**config.mk**
```make
export PLATFORM = sky130hd
export DESIGN_NAME = i2c_target_regs
export DESIGN_NICKNAME = d
export VERILOG_FILES = /design/src/rtl/i2c_pkg.sv /design/src/rtl/i2c_target_regs_line_sync.sv /design/src/rtl/i2c_target_regs.sv
export SDC_FILE = /design/constraint.sdc
export NUM_CORES = 1
export LEC_CHECK = 0
export ABC_CLOCK_PERIOD_IN_PS = 7600
export CAP_MARGIN = 25
export CORE_ASPECT_RATIO = 0.9
export CORE_MARGIN = 2
export CORE_UTILIZATION = 50
export DETAILED_ROUTE_END_ITERATION = 10
export PLACE_DENSITY = 0.73
export SLEW_MARGIN = 20
export SYNTH_ARGS = -nofsm -noshare
export SYNTH_HDL_FRONTEND = slang
export SYNTH_SLANG_ARGS = --single-unit
```
**constraint.sdc**
```tcl
create_clock -name CLOCK_50 -period 7.6 [get_ports CLOCK_50]
set_clock_uncertainty 0.2 [all_clocks]
set_input_delay 0.76 -clock CLOCK_50 [delete_from_list [all_inputs] [get_ports CLOCK_50]]
set_output_delay 0.76 -clock CLOCK_50 [all_outputs]
set_load 0.005 [all_outputs]
```
**src/rtl/i2c_pkg.sv**
```systemverilog
// ============================================================================
// Module : i2c_pkg
// Brief  : Shared FSM state encoding and bit-level constants for the I2C target.
// Rev    : 1.0 - initial release
// ============================================================================
`timescale 1ns/1ps
`default_nettype none

package i2c_pkg;

    typedef enum logic [3:0] {
        ST_IDLE      = 4'd0,
        ST_ADDR      = 4'd1,
        ST_ADDR_ACK  = 4'd2,
        ST_PTR       = 4'd3,
        ST_PTR_ACK   = 4'd4,
        ST_WDATA     = 4'd5,
        ST_WDATA_ACK = 4'd6,
        ST_RDATA     = 4'd7,
        ST_RACK_WAIT = 4'd8,
        ST_IGNORE    = 4'd9
    } i2c_state_t;

    localparam logic       I2C_ACK  = 1'b0;
    localparam logic       I2C_NACK = 1'b1;
    localparam logic [3:0] I2C_BITS = 4'd8;

endpackage

`default_nettype wire

```
**src/rtl/i2c_target_regs_line_sync.sv**
```systemverilog
// ============================================================================
// Module : i2c_line_sync
// Brief  : 2-FF synchronizers for SCL/SDA, optional spike filter
//          (I2C_GLITCH_FILTER_EN), SCL edge and START/STOP detection.
// Rev    : 1.0 - initial release
// ============================================================================
`timescale 1ns/1ps
`default_nettype none

module i2c_line_sync (
    input  logic clk,
    input  logic rst_n,
    input  logic scl_in,
    input  logic sda_in,
    output logic sda,
    output logic scl_rise,
    output logic scl_fall,
    output logic start_det,
    output logic stop_det
);

    logic [1:0] w_pad;
    logic [1:0] w_line;
    logic [1:0] r_line_d;

    assign w_pad = {scl_in, sda_in};

    // Index 1 is SCL, index 0 is SDA; both lines see identical latency so
    // START/STOP are judged on coherent samples.
    for (genvar i = 0; i < 2; i++) begin : g_line
        logic [1:0] r_sync;

        always_ff @(posedge clk or negedge rst_n) begin
            if (!rst_n) r_sync <= 2'b11;
            else        r_sync <= {r_sync[0], w_pad[i]};
        end

`ifdef I2C_GLITCH_FILTER_EN
        logic [1:0] r_hist;
        logic       w_agree;

        always_ff @(posedge clk or negedge rst_n) begin
            if (!rst_n) r_hist <= 2'b11;
            else        r_hist <= {r_hist[0], r_sync[1]};
        end

        // Follow the input only once three consecutive samples agree.
        assign w_agree   = (r_sync[1] == r_hist[0]) && (r_hist[0] == r_hist[1]);
        assign w_line[i] = w_agree ? r_sync[1] : r_line_d[i];
`else
        assign w_line[i] = r_sync[1];
`endif
    end

    always_ff @(posedge clk or negedge rst_n) begin
        if (!rst_n) r_line_d <= 2'b11;
        else        r_line_d <= w_line;
    end

    assign sda       = w_line[0];
    assign scl_rise  =  w_line[1] & ~r_line_d[1];
    assign scl_fall  = ~w_line[1] &  r_line_d[1];
    assign start_det =  w_line[1] &  r_line_d[1] &  r_line_d[0] & ~w_line[0];
    assign stop_det  =  w_line[1] &  r_line_d[1] & ~r_line_d[0] &  w_line[0];

endmodule

`default_nettype wire

```
**src/rtl/i2c_target_regs.sv**
```systemverilog
// ============================================================================
// Module : i2c_target_regs
// Brief  : I2C target giving an external master byte access to a register
//          port. Optional spike filter via I2C_GLITCH_FILTER_EN.
// Rev    : 1.0 - initial release
// ============================================================================
`timescale 1ns/1ps
`default_nettype none

module i2c_target_regs
    import i2c_pkg::*;
#(
    parameter logic [6:0] DEV_ADDR = 7'h42,
    parameter int         AW       = 4
) (
    input  logic          CLOCK_50,
    input  logic          reset_n,
    input  logic          scl_in,
    input  logic          sda_in,
    output logic          sda_oe,
    output logic          wr_en,
    output logic [AW-1:0] wr_addr,
    output logic [7:0]    wr_data,
    output logic [AW-1:0] rd_addr,
    input  logic [7:0]    rd_data,
    output logic          rd_strobe,
    output logic          busy
);

    localparam logic [AW-1:0] c_ptr_one = AW'(1);

    logic w_sda, w_rise, w_fall, w_start, w_stop;

    i2c_line_sync u_line_sync (
        .clk       (CLOCK_50),
        .rst_n     (reset_n),
        .scl_in    (scl_in),
        .sda_in    (sda_in),
        .sda       (w_sda),
        .scl_rise  (w_rise),
        .scl_fall  (w_fall),
        .start_det (w_start),
        .stop_det  (w_stop)
    );

    i2c_state_t    r_state, w_state_nxt;
    logic [3:0]    r_cnt, w_cnt_nxt;
    logic [6:0]    r_shift, w_shift_nxt;
    logic [AW-1:0] r_ptr, w_ptr_nxt;
    logic          r_rw, w_rw_nxt;
    logic          r_sda_oe, w_oe_nxt;
    logic          r_wr_en, w_wr_en_nxt;
    logic [AW-1:0] r_wr_addr, w_wr_addr_nxt;
    logic [7:0]    r_wr_data, w_wr_data_nxt;
    logic          r_rd_strobe, w_rd_strobe_nxt;
    logic          r_busy, w_busy_nxt;
    logic          w_load;
    logic [7:0]    w_byte;

    assign w_byte = {r_shift, w_sda};

    always_ff @(posedge CLOCK_50 or negedge reset_n) begin
        if (!reset_n) begin
            r_state     <= ST_IDLE;
            r_cnt       <= 4'd0;
            r_shift     <= 7'd0;
            r_ptr       <= '0;
            r_rw        <= 1'b0;
            r_sda_oe    <= 1'b0;
            r_wr_en     <= 1'b0;
            r_wr_addr   <= '0;
            r_wr_data   <= 8'd0;
            r_rd_strobe <= 1'b0;
            r_busy      <= 1'b0;
        end else begin
            r_state     <= w_state_nxt;
            r_cnt       <= w_cnt_nxt;
            r_shift     <= w_shift_nxt;
            r_ptr       <= w_ptr_nxt;
            r_rw        <= w_rw_nxt;
            r_sda_oe    <= w_oe_nxt;
            r_wr_en     <= w_wr_en_nxt;
            r_wr_addr   <= w_wr_addr_nxt;
            r_wr_data   <= w_wr_data_nxt;
            r_rd_strobe <= w_rd_strobe_nxt;
            r_busy      <= w_busy_nxt;
        end
    end

    always_comb begin
        w_state_nxt     = r_state;
        w_cnt_nxt       = r_cnt;
        w_shift_nxt     = r_shift;
        w_ptr_nxt       = r_ptr;
        w_rw_nxt        = r_rw;
        w_oe_nxt        = r_sda_oe;
        w_wr_en_nxt     = 1'b0;
        w_wr_addr_nxt   = r_wr_addr;
        w_wr_data_nxt   = r_wr_data;
        w_rd_strobe_nxt = 1'b0;
        w_busy_nxt      = r_busy;
        w_load          = 1'b0;

        if (w_start) begin
            w_state_nxt = ST_ADDR;
            w_cnt_nxt   = 4'd0;
            w_oe_nxt    = 1'b0;
        end else if (w_stop) begin
            w_state_nxt = ST_IDLE;
            w_oe_nxt    = 1'b0;
            w_busy_nxt  = 1'b0;
        end else begin
            case (r_state)
                ST_ADDR: if (w_rise) begin
                    w_shift_nxt = w_byte[6:0];
                    w_cnt_nxt   = r_cnt + 4'd1;
                    if (r_cnt == I2C_BITS - 4'd1) begin
                        w_cnt_nxt = 4'd0;
                        if (w_byte[7:1] == DEV_ADDR) begin
                            w_state_nxt = ST_ADDR_ACK;
                            w_rw_nxt    = w_byte[0];
                            w_busy_nxt  = 1'b1;
                        end else begin
                            w_state_nxt = ST_IGNORE;
                            w_busy_nxt  = 1'b0;
                        end
                    end
                end
                // First fall starts the ACK bit, second fall ends it.
                ST_ADDR_ACK: if (w_fall) begin
                    if (!r_sda_oe) begin
                        w_oe_nxt = ~I2C_ACK;
                    end else if (r_rw) begin
                        w_load = 1'b1;
                    end else begin
                        w_oe_nxt    = 1'b0;
                        w_state_nxt = ST_PTR;
                        w_cnt_nxt   = 4'd0;
                    end
                end
                ST_PTR: if (w_rise) begin
                    w_shift_nxt = w_byte[6:0];
                    w_cnt_nxt   = r_cnt + 4'd1;
                    if (r_cnt == I2C_BITS - 4'd1) begin
                        w_ptr_nxt   = w_byte[AW-1:0];
                        w_state_nxt = ST_PTR_ACK;
                        w_cnt_nxt   = 4'd0;
                    end
                end
                ST_PTR_ACK, ST_WDATA_ACK: if (w_fall) begin
                    if (!r_sda_oe) begin
                        w_oe_nxt = ~I2C_ACK;
                    end else begin
                        w_oe_nxt    = 1'b0;
                        w_state_nxt = ST_WDATA;
                        w_cnt_nxt   = 4'd0;
                    end
                end
                ST_WDATA: if (w_rise) begin
                    w_shift_nxt = w_byte[6:0];
                    w_cnt_nxt   = r_cnt + 4'd1;
                    if (r_cnt == I2C_BITS - 4'd1) begin
                        w_wr_en_nxt   = 1'b1;
                        w_wr_addr_nxt = r_ptr;
                        w_wr_data_nxt = w_byte;
                        w_ptr_nxt     = r_ptr + c_ptr_one;
                        w_state_nxt   = ST_WDATA_ACK;
                        w_cnt_nxt     = 4'd0;
                    end
                end
                ST_RDATA: if (w_fall) begin
                    if (r_cnt == I2C_BITS - 4'd1) begin
                        w_oe_nxt    = 1'b0;
                        w_state_nxt = ST_RACK_WAIT;
                    end else begin
                        w_oe_nxt    = ~r_shift[6];
                        w_shift_nxt = {r_shift[5:0], 1'b0};
                        w_cnt_nxt   = r_cnt + 4'd1;
                    end
                end
                // Count parked at I2C_BITS marks a received master ACK.
                ST_RACK_WAIT: begin
                    if (w_rise) begin
                        if (w_sda == I2C_NACK) begin
                            w_state_nxt = ST_IGNORE;
                            w_busy_nxt  = 1'b0;
                        end else begin
                            w_cnt_nxt = I2C_BITS;
                        end
                    end else if (w_fall && r_cnt == I2C_BITS) begin
                        w_load = 1'b1;
                    end
                end
                default: ;
            endcase
        end

        // Byte load: MSB goes straight onto the line on this same SCL fall.
        if (w_load) begin
            w_state_nxt     = ST_RDATA;
            w_rd_strobe_nxt = 1'b1;
            w_shift_nxt     = rd_data[6:0];
            w_oe_nxt        = ~rd_data[7];
            w_ptr_nxt       = r_ptr + c_ptr_one;
            w_cnt_nxt       = 4'd0;
        end
    end

    assign sda_oe    = r_sda_oe;
    assign wr_en     = r_wr_en;
    assign wr_addr   = r_wr_addr;
    assign wr_data   = r_wr_data;
    assign rd_addr   = r_ptr;
    assign rd_strobe = r_rd_strobe;
    assign busy      = r_busy;

endmodule

`default_nettype wire

```
Word level (Yosys, flattened, before mapping)
Cells that the tools add are included.

ROM bits: 0. Bits in registers: 42. Logic and storage cells: 179. Memories: 0. Bits in writable memories: 0. Input bits: 12. Bits in latches: 0. Output and inout bits: 20.

Bitwise gates (word level): 15. Div/mod/pow operators: 0. Magnitude comparators: 0. Equality and inequality tests: 50. Multiplexer cells: 81. $add $sub $neg: 2. Multipliers: 0. Reductions and logical operators: 17. Shift operators: 0.

Operators with widths (count): two-way mux 4 bit (40); != test 5 x 3 -> 1 bit, second input constant (10); two-way mux 7 bit (6); != test 4 x 3 -> 1 bit, second input constant (8); two-way mux 1 bit (28); case mux 4 bit (7 select lines) (1); != test 5 x 2 -> 1 bit, second input constant (5); == test 4 x 3 -> 1 bit, second input constant (5); case mux 4 bit (5 select lines) (1); AND reduction 6 bit (3); AND reduction 16 bit (1); case mux 7 bit (2 select lines) (1); != test 3 x 1 -> 1 bit, second input constant (4); != test 3 x 2 -> 1 bit, second input constant (4); != test 3 bit, second input constant (4); AND reduction 12 bit (1); nonzero test 10 bit (1); nonzero test 3 bit (3); adder 4 x 1 -> 4 bit, second input constant (2); == test 4 x 2 -> 1 bit, second input constant (2); == test 4 bit, second input constant (2); inverter 1 bit (8); case mux 4 bit (2 select lines) (1); AND 1 bit (7); other kinds (15) (17).

Logic depth before layout (Yosys ltp)
Gate-level depths: netlist of run 1.

Word-level depth: 10. Depth in mapped cells: 9. Mapped depth without buffers: 9.

Modules after synthesis
Synthesis of run 1 repeated with hierarchy kept, for this count alone.

Cell total of the unflattened synthesis: 237. Area, all modules: 2339.7 sq um.

Modules (own cells, without submodules): i2c_target_regs (sequential area each 900.9 sq um, area each 2149.6 sq um, times used 1, cells each 227); i2c_line_sync (sequential area each 157.7 sq um, area each 190.2 sq um, times used 1, cells each 10).

Worst setup path before layout of run 1
Ideal clock, no wire load.

Path type: reg2reg. Start point: reg r_state[1]. End point: reg r_state[1]. Period minus slack after synthesis: 2426 ps. Stages on the path, launching flop included: 9. Arrival time: 2099 ps. Path buffers: 2. Slack: 5174 ps. Setup time: 128 ps. Required time: 7272 ps. Path through: dfrtp_1 buf_6 or4b_1 buf_2 o22a_1 o22ai_4 a21oi_2 o21ai_2 mux2_1.

Cells in the longest elaborated chain, start to end: 6. Elaborated cells on any way between the ends: 33. Those cells by class: eq/ne: 23; mux: 7; reduce/logical: 3.

RTL lines: start: declaration (RTL line i2c_target_regs.sv:46) `i2c_state_t r_state, w_state_nxt;`; start signal: assignment (RTL line i2c_target_regs.sv:76) `r_state <= w_state_nxt;`; == test 4 bit, or another cell as far along (RTL line i2c_target_regs.sv:113) `case (r_state)`; case mux 1 bit (2 select lines) or OR reduction 2 bit (tied branches) (RTL line i2c_target_regs.sv:113); two-way mux 1 bit or case mux 4 bit (7 select lines) (tied branches) (RTL line i2c_target_regs.sv:108, i2c_target_regs.sv:113); two-way mux 1 bit or two-way mux 4 bit (tied branches) (RTL line i2c_target_regs.sv:104, i2c_target_regs.sv:108); != test 5 x 2 -> 1 bit (no line), or another cell as far along; AND reduction 16 bit (no line) or two-way mux 4 bit (tied branches).

Parallel ways exist; a longest one is shown, timed or not. A chain may end at the register's enable or synchronous reset.

Worst setup path in the final report of run 1
Start point: reg r_state[1]. End point: reg r_shift[0].

Cells in the longest elaborated chain, start to end: 6. Elaborated cells on any way between the ends: 21. Those cells by class: eq/ne: 11; mux: 7; reduce/logical: 3.

RTL lines: == test 4 bit, or another cell as far along (RTL line i2c_target_regs.sv:113); case mux 1 bit (2 select lines) or OR reduction 3 bit (tied branches); two-way mux 1 bit or case mux 7 bit (2 select lines) (tied branches) (RTL line i2c_target_regs.sv:108, i2c_target_regs.sv:113); two-way mux 1 bit or two-way mux 7 bit (tied branches) (RTL line i2c_target_regs.sv:104, i2c_target_regs.sv:108); != test 3 bit (no line), or another cell as far along; AND reduction 6 bit (no line) or two-way mux 7 bit (tied branches); end signal: assignment (RTL line i2c_target_regs.sv:78) `r_shift <= w_shift_nxt;`; end: declaration (RTL line i2c_target_regs.sv:48) `logic [6:0] r_shift, w_shift_nxt;`.

Parallel ways exist; a longest one is shown, timed or not. The select of a mux whose other input is x is not followed.

==> out/metrics.yaml, run 1 <==
die:
  rows: 24
  chipHeight_um: 71.02
  initial_utilization_pct: 51.60
  dieWidth_um: 78.46
  core_area_sq_um: 4835
  io_pins: 32
  die_area_sq_um: 5572
timing:
  setup_viol: 0
  worstMarginPinSlew_ns: 0.6689
  period_needed_ns: 2.860
  final_hold_viol_count: 0
  drv_slew: 0
  grt_setup_unrepaired: "no"
  fmax_mhz: 349.6
  slew_headroom_pct: 54.78
  timing.final.crit_share_pct: 37.63
  tns_ns: 0
clocking:
  root_buffer: "clkbuf_8"
  cts_max_level: 2
  cts_tree: "yes"
  post_cts_resized: 0
  post-cts-setup-buffer-count: 0
  cts_sinks: 42
  cts-buffers-inserted: 5
  clk_latency_ns: 0.29
  holdBufCountCts: 0
  clk_path_buf_depth: 2
  clkSlewWorstSetupHoldPaths_ns: 0.08
setup_path:
  reg2reg_depth: 5
  crit_arrival_ns: 2.84
  rr_endpoint: "r_shift[0]"
  regToRegSetupSlack_ns: 4.74
  end_kind: "register"
  cp_top_family: "simple AND/OR/NAND/NOR gates"
  required_ns: 7.58
  critical_path_class: "reg -> reg"
  path_buf_inv: 0
  cp_slowest_stage_delay_ns: 0.77
  crit_chain: "or4b_1 > o22ai_2 > nand2_2 > a22oi_4 > mux2_2"
  r2r-start: "r_state[1]"
  critPathLaunchType: "register"
  cp_max_fo: 17
  cp_slowest_cell: "or4b_1"
logic_synthesis:
  syn_area_per_cell_sq_um: 8.693
  synthArstFlopShare_pct: 100.0
  synthFlopType: "dfrtp_1"
  ys_seq_area_share_pct: 42.43
  synth-seq-cells: 42
  ys_types: 61
  yosysWarnings: 0
  syn-instance-count: 287
  synth_edf_count: 0
  synth_nets: 302
  netlist_area_sq_um: 2495
final_layout:
  fin_nets: 327
  stdcell_count: 378
  final_cell_mix: "nand2_1 (72), dfrtp_1 (36), clkdlybuf4s50_1 (30), nor2_1 (16), a21oi_1 (16)"
  drive_above_1_share_pct: 11.82
  areaGrowthSynthToFinish_pct: 17.20
  diodes: 0
  final_common_cell: "nand2_1"
job:
  maxCapViolCount: 0
route:
  vias: 2159
  routed_wl_um: 5624
  drc_errors: 0
  via_per_inst: 5.712
  dr.pass1.iters: 4
  ant_nets: 0
  drtIter0Drc: 153
  routedWlPerCell_um: 14.88
placed_design:
  io_buffer_count: 31
  gp_congestion: 0.9369
  post-dp-hpwl_um: 4015
  placedCellCount: 369
power_and_ir_drop:
  peakVddDrop_mv: 0.1550
  p_leak_nw: 1.297
  p_per_area_nw_per_um2: 290.2
global_routing:
  grt_max_degree: 43
  grt_usage_pct: 21.53
  overflow: 0
  grt_pass1_wl_um: 9556
  first_global_vias: 1985
  antenna_found_initial: 0
outcome:
  status: "completed"
hold_path:
  hold_class: "in -> async"
==> stage by stage <==
step                instance area, sq um  hold slack, ns  utilization (%)  power [W]  setup WS, ns
detailed placement                  2809          0.1468            58.10  0.0006944         4.792
global route                        2924          0.1168            60.48  0.0009093         4.602
global placement                    2809          0.1465            58.10  0.0006882         4.853
CTS                                 2904          0.1587            60.07  0.0008458         4.783
finish                              2924          0.1178            60.48  0.0008485         4.740
floorplan                           2495          0.1452                -  0.0006026         5.174
==> worst max path at each step <==
| stage | from | endpoint | slack [ns] | cells past startpoint |
|---|---|---|---|---|
| global placement | r_state[1] | r_shift[5] | 4.85 | 5 |
| detailed placement | r_state[1] | r_shift[2] | 4.79 | 5 |
| CTS | r_state[1] | r_shift[0] | 4.78 | 5 |
| finish | r_state[1] | r_shift[0] | 4.74 | 5 |
| floorplan | r_state[1] | r_state[1] | 5.17 | 8 |
| global route | r_state[1] | r_shift[4] | 4.60 | 5 |
==> cells in the mapped netlist (2+ instances only) <==
master	n	share of area [%]
a211o_1	2	0.70
a211oi_1	2	0.60
a211oi_2	2	1.0
a21o_1	2	0.60
a21oi_1	16	3.2
a31oi_1	2	0.50
and3b_1	2	0.70
buf_2	4	0.80
buf_6	2	0.90
clkbuf_1	8	1.2
dfrtp_1	36	36
dfstp_2	6	6.3
ha_1	3	1.5
inv_1	11	1.7
mux2_1	2	0.90
mux2_2	7	3.2
mux2i_1	2	0.80
nand2_1	72	11
nand2b_1	7	1.8
nand3_1	8	1.6
nand3b_1	2	0.60
nand4b_1	2	0.70
nor2_1	16	2.4
nor2b_1	5	1.3
nor3_1	10	2.0
nor3b_1	2	0.60
o211a_1	2	0.80
o21ai_0	14	2.8
or2_2	2	0.50
or3_1	4	1.0
xnor2_1	2	0.70
==> worst reg2reg max path, delay by kind of cell, from the launching register on <==
kind,cells,cell delay [ns]
flops,1,0.56
mux,1,0.38
compound gates,2,0.61
simple gates,2,1.01
==> sequential cells by signal, summed over array words and instances, names as in the netlist <==
| signal | flops |
|---|---|
| rd_strobe | 1 |
| r_state | 4 |
| r_rw | 1 |
| r_cnt | 4 |
| wr_addr | 4 |
| u_line_sync.g_line.r_sync | 4 |
| u_line_sync.r_line_d | 2 |
| wr_data | 8 |
| sda_oe | 1 |
| busy | 1 |
| rd_addr | 4 |
| r_shift | 7 |
| wr_en | 1 |
==> report_power, final <==
part | switching, W | internal, W | leakage (nW)
clock | 0.0000778 | 0.0000731 | 0.0472
sequential | 0.0000860 | 0.000272 | 0.533
combinational | 0.000173 | 0.000166 | 0.716
total | 0.000337 | 0.000511 | 1.30
==> cells by family after synthesis <==
group | synth area share, %
AND/OR/NAND/NOR | 26.88
AO/OA/AOI/OAI | 18.91
flip-flops | 42.43
buffers and inverters | 4.714
multiplexers | 4.865
adder cells (fa/ha/maj) | 1.505
XOR/XNOR | 0.7022
==> area by class of cell <==
class                           count  area [sq um]
Clock inverter                      2         12.51
Inverter                           12         45.04
Multi-Input combinational cell    219          1319
Sequential cell                    42          1059
Fill cell                         420          1911
Timing Repair Buffer               32         325.3
Tap cell                           65         81.33
Clock buffer                        6         82.58
==> routing by layer <==
metal / share of wire, % / up-vias / track usage (%)
li1: - / 1050 / -
met1: 48 / 1028 / 31.30
met2: 45 / 73 / 31.61
met3: 5.8 / 8 / 5.612
met4: 1.2 / 0 / 6.823
met5: 0 / - / 0
(Power assumes the default switching activity.)
==> run 2, diff against run 1 <==
--- a/config.mk
+++ b/config.mk
@@ -5,7 +5,7 @@
 export SDC_FILE = /design/constraint.sdc
 export NUM_CORES = 1
 export LEC_CHECK = 0
-export ABC_CLOCK_PERIOD_IN_PS = 7600
+export ABC_CLOCK_PERIOD_IN_PS = 2700
 export CAP_MARGIN = 25
 export CORE_ASPECT_RATIO = 0.9
 export CORE_MARGIN = 2
==> constraint.sdc (replaced) <==
create_clock -name CLOCK_50 -period 2.7 [get_ports CLOCK_50]
set_clock_uncertainty 0.2 [all_clocks]
set_input_delay 0.27 -clock CLOCK_50 [delete_from_list [all_inputs] [get_ports CLOCK_50]]
set_output_delay 0.27 -clock CLOCK_50 [all_outputs]
set_load 0.005 [all_outputs]
==> run 2 against run 1 <==
Clock power grew to 3.2 times the previous value. Core utilization is 3.0 points higher. Critical path depth is 1 higher. Largest power group is now combinational cells.
==> out/metrics.yaml, run 2 (same netlist as run 1, synthesis figures left out) <==
outcome:
  status: "completed"  # unchanged
route:
  drtIter0Drc: 164  # was 153
  dr.pass1.iters: 4  # unchanged
  via_per_inst: 5.497  # was 5.712
  routed_wl_um: 5935  # was 5624 um
  vias: 2166  # was 2159
  routedWlPerCell_um: 15.06  # was 14.88 um
  drc_errors: 0  # unchanged
  ant_nets: 0  # unchanged
global_routing:
  first_global_vias: 2135  # was 1985
  overflow: 0  # unchanged
  grt_usage_pct: 23.23  # was 21.53%
  grt_pass1_wl_um: 10200  # was 9556 um
  antenna_found_initial: 0  # unchanged
  grt_max_degree: 43  # unchanged
timing:
  holdWs_ns: 0.1610  # was 0.1178 ns
  grt_setup_unrepaired: "no"  # unchanged
  final_hold_viol_count: 0  # unchanged
  slew_headroom_pct: 60.31  # was 54.78%
  tns_ns: 0  # unchanged
  timing.final.crit_share_pct: 92.50  # was 37.63%
  setup_viol: 0  # unchanged
  fmax_mhz: 400.4  # was 349.6 MHz
  worstMarginPinSlew_ns: 0.5878  # was 0.6689 ns
  drv_slew: 0  # unchanged
  period_needed_ns: 2.497  # was 2.860 ns
setup_path:
  required_ns: 2.67  # was 7.58 ns
  r2r-start: "r_state[2]"  # was r_state[1]
  critical_path_class: "reg -> reg"  # unchanged
  end_kind: "register"  # unchanged
  crit_arrival_ns: 2.47  # was 2.84 ns
  regToRegSetupSlack_ns: 0.20  # was 4.74 ns
  cp_max_fo: 7  # was 17
  critPathLaunchType: "register"  # unchanged
  rr_endpoint: "r_state[1]"  # was r_shift[0]
  reg2reg_depth: 6  # was 5
power_and_ir_drop:
  p_per_area_nw_per_um2: 835.8  # was 290.2 nW/um^2
  peakVddDrop_mv: 0.5276  # was 0.1550 mV
  p_leak_nw: 1.380  # was 1.297 nW
placed_design:
  io_buffer_count: 31  # unchanged
  gp_congestion: 0.8959  # was 0.9369
  post-dp-hpwl_um: 4387  # was 4015 um
die:
  core_area_sq_um: 4835  # unchanged
  dieWidth_um: 78.46  # unchanged
  chipHeight_um: 71.02  # unchanged
  rows: 24  # unchanged
  io_pins: 32  # unchanged
  initial_utilization_pct: 51.60  # unchanged
  die_area_sq_um: 5572  # unchanged
hold_path:
  min_to: "u_line_sync.g_line[1].r_sync[1]"
  hold_start: "u_line_sync.g_line[1].r_sync[0]"
  hold_path_depth: 0
  hold_class: "reg -> reg"  # was in -> async
job:
  maxCapViolCount: 0  # unchanged
final_layout:
  final_cell_mix: "nand2_1 (72), dfrtp_1 (36), clkdlybuf4s50_1 (30), nor2_1 (16), a21oi_1 (16)"  # unchanged
  fin_nets: 343  # was 327
  post-route-util_pct: 63.48  # was 60.48%
  diodes: 0  # unchanged
  largest_reg_flops: 8  # unchanged
  areaGrowthSynthToFinish_pct: 23.02  # was 17.20%
  drive_above_1_share_pct: 15.50  # was 11.82%
  final_common_cell: "nand2_1"  # unchanged
clocking:
  post_cts_resized: 0  # unchanged
  cts_tree: "yes"  # unchanged
  clk_latency_ns: 0.29  # about the same
  cts_sinks: 42  # unchanged
  cts_max_level: 2  # unchanged
  clkSlewWorstSetupHoldPaths_ns: 0.07  # was 0.08 ns
  clk_path_buf_depth: 2  # unchanged
  root_buffer: "clkbuf_8"  # unchanged
  cts-buffers-inserted: 5  # unchanged
  post-cts-setup-buffer-count: 0  # unchanged
-- run 2: layout make-up --
cell class / count / area [sq um]
fillers: 417 / 1765
multi-input cells: 219 / 1319
flip-flops and latches: 42 / 1059
repair buffers: 48 / 455.4
well taps: 65 / 81.33
clock buffers: 6 / 72.57
inverters: 12 / 45.04
clock inverters: 2 / 37.54
-- run 2: timing repair --
item                                    CTS  global route
hold endpoints to repair                 36             0
endpoints found under the setup margin    0             0
hold buffers                              1             0
-- run 2: worst max-delay path by stage --
stage | startpoint | to | slack [ns]
floorplan | r_state[1] | r_state[1] | 0.27
global placement | r_state[2] | r_state[1] | 0.24
detailed placement | r_state[1] | r_state[1] | 0.22
CTS | r_state[1] | r_state[1] | 0.21
global route | r_cnt[0] | r_state[1] | 0.09
finish | r_state[2] | r_state[1] | 0.20
-- run 2: routing by layer --
metal / share of wire, % / up-vias / track usage (%)
met3: 5.0 / 4 / 3.444
met1: 48 / 1017 / 34.05
li1: - / 1077 / -
met4: 0.39 / 0 / 4.678
met2: 47 / 68 / 37.07
met5: 0 / - / 0
-- run 2: report_power, final --
group          switching [W]  leakage, nW  internal, W
clock network       0.000213       0.0514     0.000276
registers           0.000159        0.533     0.000767
logic               0.000594        0.796     0.000556
-- run 2: metrics by stage --
stage / std cells / setup slack [ns] / area [sq um] / power, W
2_1_floorplan: 287 / 0.2737 / 2495 / 0.001696
4_1_cts: 393 / 0.2087 / 3042 / 0.002565
3_3_place_gp: 384 / 0.2375 / 2922 / 0.002059
3_5_place_dp: 384 / 0.2225 / 2922 / 0.002066
5_1_grt: 394 / 0.08634 / 3069 / 0.002757
6_report: 394 / 0.2025 / 3069 / 0.002565
-- run 2: worst max-delay path: stages (launching register included) --
cell and delay, ns:
dfrtp_1 0.41, or4b_1 0.64, o22a_1 0.28, o22ai_4 0.24, a21oi_2 0.08, o21ai_2 0.18
mux2_1 0.34
